===== config.mk =====
export PLATFORM = sky130hd
export DESIGN_NAME = interval_arbiter
export DESIGN_NICKNAME = d
export VERILOG_FILES = /design/src/rtl/interval_arbiter_pkg.sv /design/src/rtl/interval_arbiter_rr_pick.sv /design/src/rtl/interval_arbiter.sv
export SDC_FILE = /design/constraint.sdc
export NUM_CORES = 1
export LEC_CHECK = 0
export ABC_AREA = 1
export ABC_CLOCK_PERIOD_IN_PS = 2600
export BUFFER_PORTS_ARGS = -buffer_cell sky130_fd_sc_hd__buf_2
export CAP_MARGIN = 20
export CORE_ASPECT_RATIO = 0.9
export CORE_MARGIN = 5
export CORE_UTILIZATION = 40
export CTS_CLUSTER_SIZE = 30
export DETAILED_ROUTE_END_ITERATION = 6
export HOLD_SLACK_MARGIN = 0.06
export SLEW_MARGIN = 40
export SYNTH_ARGS = -nofsm -noshare
export SYNTH_HDL_FRONTEND = slang
export SYNTH_SLANG_ARGS = --single-unit

===== constraint.sdc =====
create_clock -name clk -period 2.6 [get_ports clk]
set_input_delay 0.52 -clock clk [delete_from_list [all_inputs] [get_ports clk]]
set_output_delay 0.52 -clock clk [all_outputs]
set_load 0.005 [all_outputs]

===== src/rtl/interval_arbiter_pkg.sv =====
// rtl/interval_arbiter_pkg.sv - shared types, defaults and helpers for the interval arbiter
package interval_arbiter_pkg;

    localparam int DEF_WIDTH = 4;
    localparam int DEF_N_REQ = 2;
    localparam int MAX_REQ   = 8;

    typedef enum logic [1:0] {
        IDLE = 2'd0,
        RUN  = 2'd1,
        DONE = 2'd2
    } state_t;

    // Callers truncate the result to their own requester count.
    function automatic logic [MAX_REQ-1:0] onehot(input logic [2:0] idx);
        logic [MAX_REQ-1:0] v;
        v      = '0;
        v[idx] = 1'b1;
        return v;
    endfunction

endpackage


===== src/rtl/interval_arbiter_rr_pick.sv =====
// rtl/interval_arbiter_rr_pick.sv - combinational round-robin picker starting at ptr
module interval_arbiter_rr_pick #(
    parameter int N_REQ = 2,
    parameter int IDX_W = 1
) (
    input  logic [N_REQ-1:0] req_i,
    input  logic [IDX_W-1:0] ptr_i,
    output logic             valid_o,
    output logic [IDX_W-1:0] idx_o
);

    logic [IDX_W:0] cand;

    // Scan from the farthest offset down so the nearest requester at or after ptr wins.
    always_comb begin
        valid_o = 1'b0;
        idx_o   = '0;
        cand    = '0;
        for (int k = N_REQ - 1; k >= 0; k--) begin
            cand = {1'b0, ptr_i} + (IDX_W + 1)'(k);
            if (cand >= (IDX_W + 1)'(N_REQ)) begin
                cand = cand - (IDX_W + 1)'(N_REQ);
            end
            if (req_i[cand[IDX_W-1:0]]) begin
                valid_o = 1'b1;
                idx_o   = cand[IDX_W-1:0];
            end
        end
    end

endmodule


===== src/rtl/interval_arbiter.sv =====
// rtl/interval_arbiter.sv - round-robin owner of one shared interval counter
module interval_arbiter
    import interval_arbiter_pkg::*;
#(
    parameter int WIDTH = DEF_WIDTH,
    parameter int N_REQ = DEF_N_REQ
) (
    input  logic                     clk,
    input  logic                     reset,
    input  logic [N_REQ-1:0]         req,
    input  logic [N_REQ*WIDTH-1:0]   len,
    input  logic                     abort,
    output logic [N_REQ-1:0]         gnt,
    output logic [N_REQ-1:0]         done,
    output logic                     aborted,
    output logic                     busy,
    output logic [WIDTH-1:0]         count
);

    localparam int IDX_W = (N_REQ > 1) ? $clog2(N_REQ) : 1;

    state_t             state_q, state_d;
    logic [N_REQ-1:0]   gnt_q, gnt_d;
    logic [N_REQ-1:0]   done_q, done_d;
    logic               aborted_q, aborted_d;
    logic               busy_q, busy_d;
    logic [WIDTH-1:0]   count_q, count_d;
    logic [IDX_W-1:0]   ptr_q, ptr_d;
    logic [IDX_W-1:0]   owner_q, owner_d;
    logic [WIDTH-1:0]   len_q, len_d;

    logic               pick_valid;
    logic [IDX_W-1:0]   pick_idx;
    logic [WIDTH-1:0]   len_sel;
    logic [IDX_W:0]     ptr_inc;
    logic [IDX_W-1:0]   ptr_next;
    logic [N_REQ-1:0]   pick_oh;
    logic [N_REQ-1:0]   owner_oh;

    interval_arbiter_rr_pick #(
        .N_REQ (N_REQ),
        .IDX_W (IDX_W)
    ) u_pick (
        .req_i   (req),
        .ptr_i   (ptr_q),
        .valid_o (pick_valid),
        .idx_o   (pick_idx)
    );

    always_comb begin
        len_sel = '0;
        for (int i = 0; i < N_REQ; i++) begin
            if (pick_idx == IDX_W'(i)) begin
                len_sel = len[i*WIDTH +: WIDTH];
            end
        end
    end

    assign ptr_inc  = {1'b0, pick_idx} + (IDX_W + 1)'(1);
    assign ptr_next = (ptr_inc == (IDX_W + 1)'(N_REQ)) ? '0 : ptr_inc[IDX_W-1:0];
    assign pick_oh  = N_REQ'(onehot(3'(pick_idx)));
    assign owner_oh = N_REQ'(onehot(3'(owner_q)));

    always_comb begin
        state_d   = state_q;
        gnt_d     = '0;
        done_d    = '0;
        aborted_d = 1'b0;
        busy_d    = busy_q;
        count_d   = count_q;
        ptr_d     = ptr_q;
        owner_d   = owner_q;
        len_d     = len_q;
        case (state_q)
            IDLE: begin
                busy_d  = 1'b0;
                count_d = '0;
                if (pick_valid) begin
                    state_d = RUN;
                    owner_d = pick_idx;
                    len_d   = len_sel;
                    gnt_d   = pick_oh;
                    busy_d  = 1'b1;
                    ptr_d   = ptr_next;
                end
            end
            RUN: begin
                // Abort wins over terminal count; count freezes for the DONE cycle.
                if (abort) begin
                    state_d   = DONE;
                    done_d    = owner_oh;
                    aborted_d = 1'b1;
                end else if (count_q == len_q) begin
                    state_d = DONE;
                    done_d  = owner_oh;
                end else begin
                    count_d = count_q + WIDTH'(1);
                end
            end
            DONE: begin
                state_d = IDLE;
                busy_d  = 1'b0;
                count_d = '0;
            end
            default: begin
                state_d = IDLE;
                busy_d  = 1'b0;
                count_d = '0;
            end
        endcase
    end

    always_ff @(posedge clk) begin
        if (!reset) begin
            state_q   <= IDLE;
            gnt_q     <= '0;
            done_q    <= '0;
            aborted_q <= 1'b0;
            busy_q    <= 1'b0;
            count_q   <= '0;
            ptr_q     <= '0;
            owner_q   <= '0;
            len_q     <= '0;
        end else begin
            state_q   <= state_d;
            gnt_q     <= gnt_d;
            done_q    <= done_d;
            aborted_q <= aborted_d;
            busy_q    <= busy_d;
            count_q   <= count_d;
            ptr_q     <= ptr_d;
            owner_q   <= owner_d;
            len_q     <= len_d;
        end
    end

    assign gnt     = gnt_q;
    assign done    = done_q;
    assign aborted = aborted_q;
    assign busy    = busy_q;
    assign count   = count_q;

endmodule


After elaboration in Yosys (flattened, before gate mapping)
Index checks and enable logic that the tools add are counted.
W data, S select, Z words.
{"block": "word_totals", "ff_bits": 18, "input_bits": 13, "output_inout_bits": 10, "elab_cells": 62}
{"block": "classes", "add_sub_neg": 5, "magnitude_cmp": 8, "eq_ne": 5, "mux": 25, "n_bitwise": 2, "n_reduce_logical": 8}
{"operator": "$mux W1", "n": 15}
{"operator": "$mux W2", "n": 5}
{"operator": "$lt A1 B4 Y1 const B", "n": 2}
{"operator": "$reduce_and A2 Y1", "n": 4}
{"operator": "$add A1 B1 Y2 const B", "n": 2}
{"operator": "$add A4 B1 Y4 const B", "n": 1}
{"operator": "$eq A4 B4 Y1", "n": 1}
{"operator": "$lt A1 B2 Y1 const B", "n": 2}
{"operator": "$mux W4", "n": 1}
{"operator": "$pmux W2 S2", "n": 1}
{"operator": "$ne A3 B3 Y1 const B", "n": 1}
{"operator": "$reduce_and A3 Y1", "n": 1}
{"operator": "$demux W1 S1", "n": 2}
{"operator": "$eq A2 B1 Y1 const B", "n": 1}
{"operator": "$eq A2 B2 Y1 const B", "n": 1}
{"operator": "$ge A1 B1 Y1 const B", "n": 2}
{"operator": "$ge A1 B2 Y1 const B", "n": 1}
{"operator": "$ge A2 B2 Y1 const B", "n": 1}
{"operator": "$logic_and A1 B1 Y1", "n": 2}
{"operator": "$logic_not A2 Y1", "n": 1}
{"operator": "$ne A2 B2 Y1 const B", "n": 1}
{"operator": "$not A1 Y1", "n": 2}
{"operator": "$pmux W1 S2", "n": 1}
{"operator": "$sub A1 B1 Y1 const B", "n": 2}

Depth between registers and ports, before layout
{"block": "logic_depth", "depth_word": 11, "ltp_mapped": 9, "depth_no_buf": 9}

By module
From an unflattened synthesis, not the netlist that was laid out.
{"block": "unflattened", "cells_unflattened": 103, "hier_area_um2": 763.2}
{"mod": "interval_arbiter", "instances": 1, "cells_each": 99, "area_per_inst_um2": 744.5, "seq_area_each_um2": 360.3}
{"mod": "interval_arbiter_rr_pick", "instances": 1, "cells_each": 4, "area_per_inst_um2": 18.8, "seq_area_each_um2": 0.0}

Worst setup path before layout
No wires, ideal clock.
{"block": "synth_path", "kind": "in2reg", "startpoint": "input req[0]", "endpoint": "register len_q[0]", "setup_ns": 0.121, "arrival_time_ns": 1.038, "t_required_ns": 2.479, "path_slack_ns": 1.441, "cell_stages": 5, "n_path_buf": 1, "cell_sequence": "nor2_1 -> nor2_4 -> buf_6 -> o21ai_0 -> a31oi_1"}
{"block": "synth_between", "elab_chain_cells": 5, "elab_cells_between_ends": 10, "classes_between": "mux: 9; reduce/logical: 1"}
{"element": "start, declared", "line": "interval_arbiter.sv:10", "source": "input logic [N_REQ-1:0] req,"}
{"element": "$mux W1 (not written as such) (2 in a row)", "line": "interval_arbiter_rr_pick.sv:24", "source": "if (req_i[cand[IDX_W-1:0]]) begin"}
{"element": "$mux W1 (2 in a row)", "line": "interval_arbiter_rr_pick.sv:24"}
{"element": "$mux W4 or $reduce_and A2 Y1 (tied branches)"}
{"element": "end signal, assigned", "line": "interval_arbiter.sv:133", "source": "len_q <= len_d;"}
{"element": "end, declared", "line": "interval_arbiter.sv:30", "source": "logic [WIDTH-1:0] len_q, len_d;"}
Several ways; a longest one is shown, not always the timed one. The select of a mux whose other input is x is not followed.
A chain may end at the register's enable or synchronous reset.

Final worst setup path
{"block": "layout_path", "startpoint": "register count_q[2], in the netlist count[2]", "endpoint": "output count[2]"}
{"element": "start, declared", "line": "interval_arbiter.sv:27", "source": "logic [WIDTH-1:0] count_q, count_d;"}
{"element": "start signal, assigned", "line": "interval_arbiter.sv:130", "source": "count_q <= count_d;"}
{"element": "end, declared", "line": "interval_arbiter.sv:17", "source": "output logic [WIDTH-1:0] count"}
No word-level cell between the ends.

==> metrics.csv <==
stage,metric,value,unit
status,status,"finished, final reports clean",
timing,Final Hold Fails,0,
layout,area grow syn2layout,21.7,%
clock_network,CTS H-Tree Depth,1,
layout,Nets,144,
clock_network,CTS root buffer,clkbuf_4,
synth,Post-synth ARST share,0,%
routing,drt wl/cell,9.60,µm
global_route,initial antenna violation count,0,
worst_setup_path,r2r setup slk,1.41,ns
layout,design area,935,µm²
layout,Antenna Cells,0,
synth,dominant synthesized flop cell,dfxtp_1,
placed_design,HPWL after detailed placement,1160,µm
clock_network,CTS tree,built,
timing,Final Setup Violations,0,
clock_network,CTS Buffer Depth,2,
worst_setup_path,critical-path maximum fanout,6,
layout,final non-filler cell total,154,
timing,Fin Clk Skew,0.000833,ns
timing,final max-slew violation count,0,
die,CORE AREA,0.00188,mm²
routing,Post-Route WL,1480,µm
worst_setup_path,"Arr. time, crit path",0.89,ns
clock_network,TritonCTS buffer count,3,
timing,worst-margin pin slew,0.244,ns
global_route,pin count of the biggest net entering global routing,12,
clock_network,Post-CTS Setup Inserts,0,
worst_setup_path,Crit-path slowest cell,dfxtp_1,
synth,Ys Warns,0,
power,power per cell area,642,mW/mm²
synth,Cells after Synth,104,
job,Max-Cap Viols,0,
routing,post-route ant nets,0,
timing,Fmax,0.707,GHz
synth,synthesized flop and latch total,18,
timing,RSZ-0062 raised after global routing,no,
worst_setup_path,CP Buf/Inv Count,1,
worst_hold_path,Hold EP,done[0],
power,total power,0.600,mW
placed_design,GPL Wtd Cong,0.742,
placed_design,Port Buffers,22,
worst_setup_path,Worst R2R Start,count[0],
worst_setup_path,max incr delay on CP,0.45,ns
layout,most frequent cells in the layout,"31 x nand2_1, 22 x buf_2, 18 x dfxtp_1, 14 x inv_1, 11 x nor2_1",
timing,slew margin rel.,83.7,%
timing,Fin Hold WS,0.426,ns
timing,fin crit share,54.4,%
layout,layout cells sized above 1,25.6,%
timing,setup TNS,0,ns
synth,Syn Nets,118,
routing,Vias/cell,4.42,
worst_setup_path,CP startpoint kind,flip-flop,
die,Die Y,51.6,µm
clock_network,worst skew pair latency,0.29,ns
global_route,number of global-route vias before repair,603,
worst_setup_path,worst endpoint required time,2.08,ns
synth,"Distinct cells, synth",18,
die,effective utilization at floorplan,40.9,%
placed_design,DP Cell Count,150,
worst_setup_path,crit-path cells,buf_2,
global_route,GRT Total Usage,10.9,%
timing,fin crit period,1.41,ns
layout,final core utilization,49.8,%
worst_hold_path,Worst Hold Depth,1,
worst_hold_path,HP Start,owner_q,
global_route,global-route wire length before repair,2420,µm
synth,sequential element share of the synthesized area,46.9,%
routing,via count,681,
routing,1st-pass router iterations,5,
worst_hold_path,hold crit path type,reg2reg,
routing,DR iter-0 viols,13,
global_route,global route overflow,0,
synth,number of flops mapped to enable cells by yosys,0,
synth,syn_area_per_cell,7.39,µm²
clock_network,CTS Hold Bufs,0,
worst_setup_path,worst reg-to-reg path cell count,9,
clock_network,clk sink count,18,
die,Die ar.,0.00290,mm²
routing,DRC,0,
power,Peak supply drop,317,µV
power,Leakage Power,0.483,nW
clock_network,post-CTS sizing,0,
die,chip width,56.2,µm
placed_design,DP Area,898,µm²
layout,"commonest non-fill, non-tap cell in the layout",nand2_1,
die,I/O pin cnt,23,
worst_setup_path,Top delay family on crit path,flip-flops,
die,standard-cell row count,15,
clock_network,clk slew on worst S/H paths,0.10,ns
synth,Mapped Area,768,µm²
placed_design,pre-CTS setup slack,1.29,ns
worst_setup_path,critical path class,reg2out,
timing,final worst slack,1.19,ns
worst_setup_path,R2R Path End,count[0],
worst_setup_path,CP Capture Type,primary output,
[layout make-up]
class | instances | area, µm²
Clock buffer | 4 | 36.3
Multi-Input combinational cell | 70 | 340
Inverter | 15 | 56.3
Tap cell | 25 | 31.3
Sequential cell | 18 | 360
Timing Repair Buffer | 22 | 110
Fill cell | 198 | 942
[synthesized netlist by cell type (2+ instances only)]
master / n / area [µm²]
dfxtp_1: 18 / 360
inv_1: 14 / 52.6
a31oi_1: 4 / 25.0
nand2_2: 2 / 12.5
nand2_1: 31 / 116
a21oi_1: 2 / 10.0
nand3_1: 6 / 30.0
o21ai_0: 6 / 30.0
nor2_1: 11 / 41.3
xor2_1: 2 / 17.5
[worst max path at each step]
stage / from / to / slack [ns] / depth (start not counted)
global route: count[0] / count[0] / 1.12 / 1
detailed placement: req[0] / len_q[1] / 1.29 / 6
finish: count[2] / count[2] / 1.19 / 1
floorplan: req[0] / len_q[0] / 1.44 / 5
CTS: count[2] / count[2] / 1.16 / 1
global placement: req[0] / len_q[2] / 1.33 / 6
[routing by layer]
| layer | GRT usage (%) | vias to the layer above | wire length, µm |
|---|---|---|---|
| met4 | 7.11 | 0 | 27 |
| met1 | 12.7 | 288 | 695 |
| met2 | 18.1 | 16 | 687 |
| met3 | 2.48 | 4 | 67 |
| met5 | 0 | - | 0 |
| li1 | - | 373 | - |
[power by group]
part | internal, mW | total [mW] | switching, mW
Sequential | 0.302 | 0.315 | 0.0139
Combinational | 0.0453 | 0.113 | 0.0682
Clock | 0.0853 | 0.171 | 0.0858
[sequential cells by signal (all words and copies together), names as in the netlist]
| name | count |
|---|---|
| len_q | 4 |
| gnt | 2 |
| aborted | 1 |
| done | 2 |
| owner_q | 1 |
| count | 4 |
| ptr_q | 1 |
| state_q | 2 |
| busy | 1 |
[kinds of logic (layout without fill, tap and decap cells)]
kind of cell,after synthesis,count (layout),synth area share [%]
buffers and inverters,16,41,8.79
XOR/XNOR,2,2,2.28
AND/OR/NAND/NOR,54,54,30.9
AO/OA/AOI/OAI,13,13,9.45
flip-flops,18,18,46.9
adder cells (fa/ha/maj),1,1,1.63
Note: power is estimated with default switching activity, not from simulation.
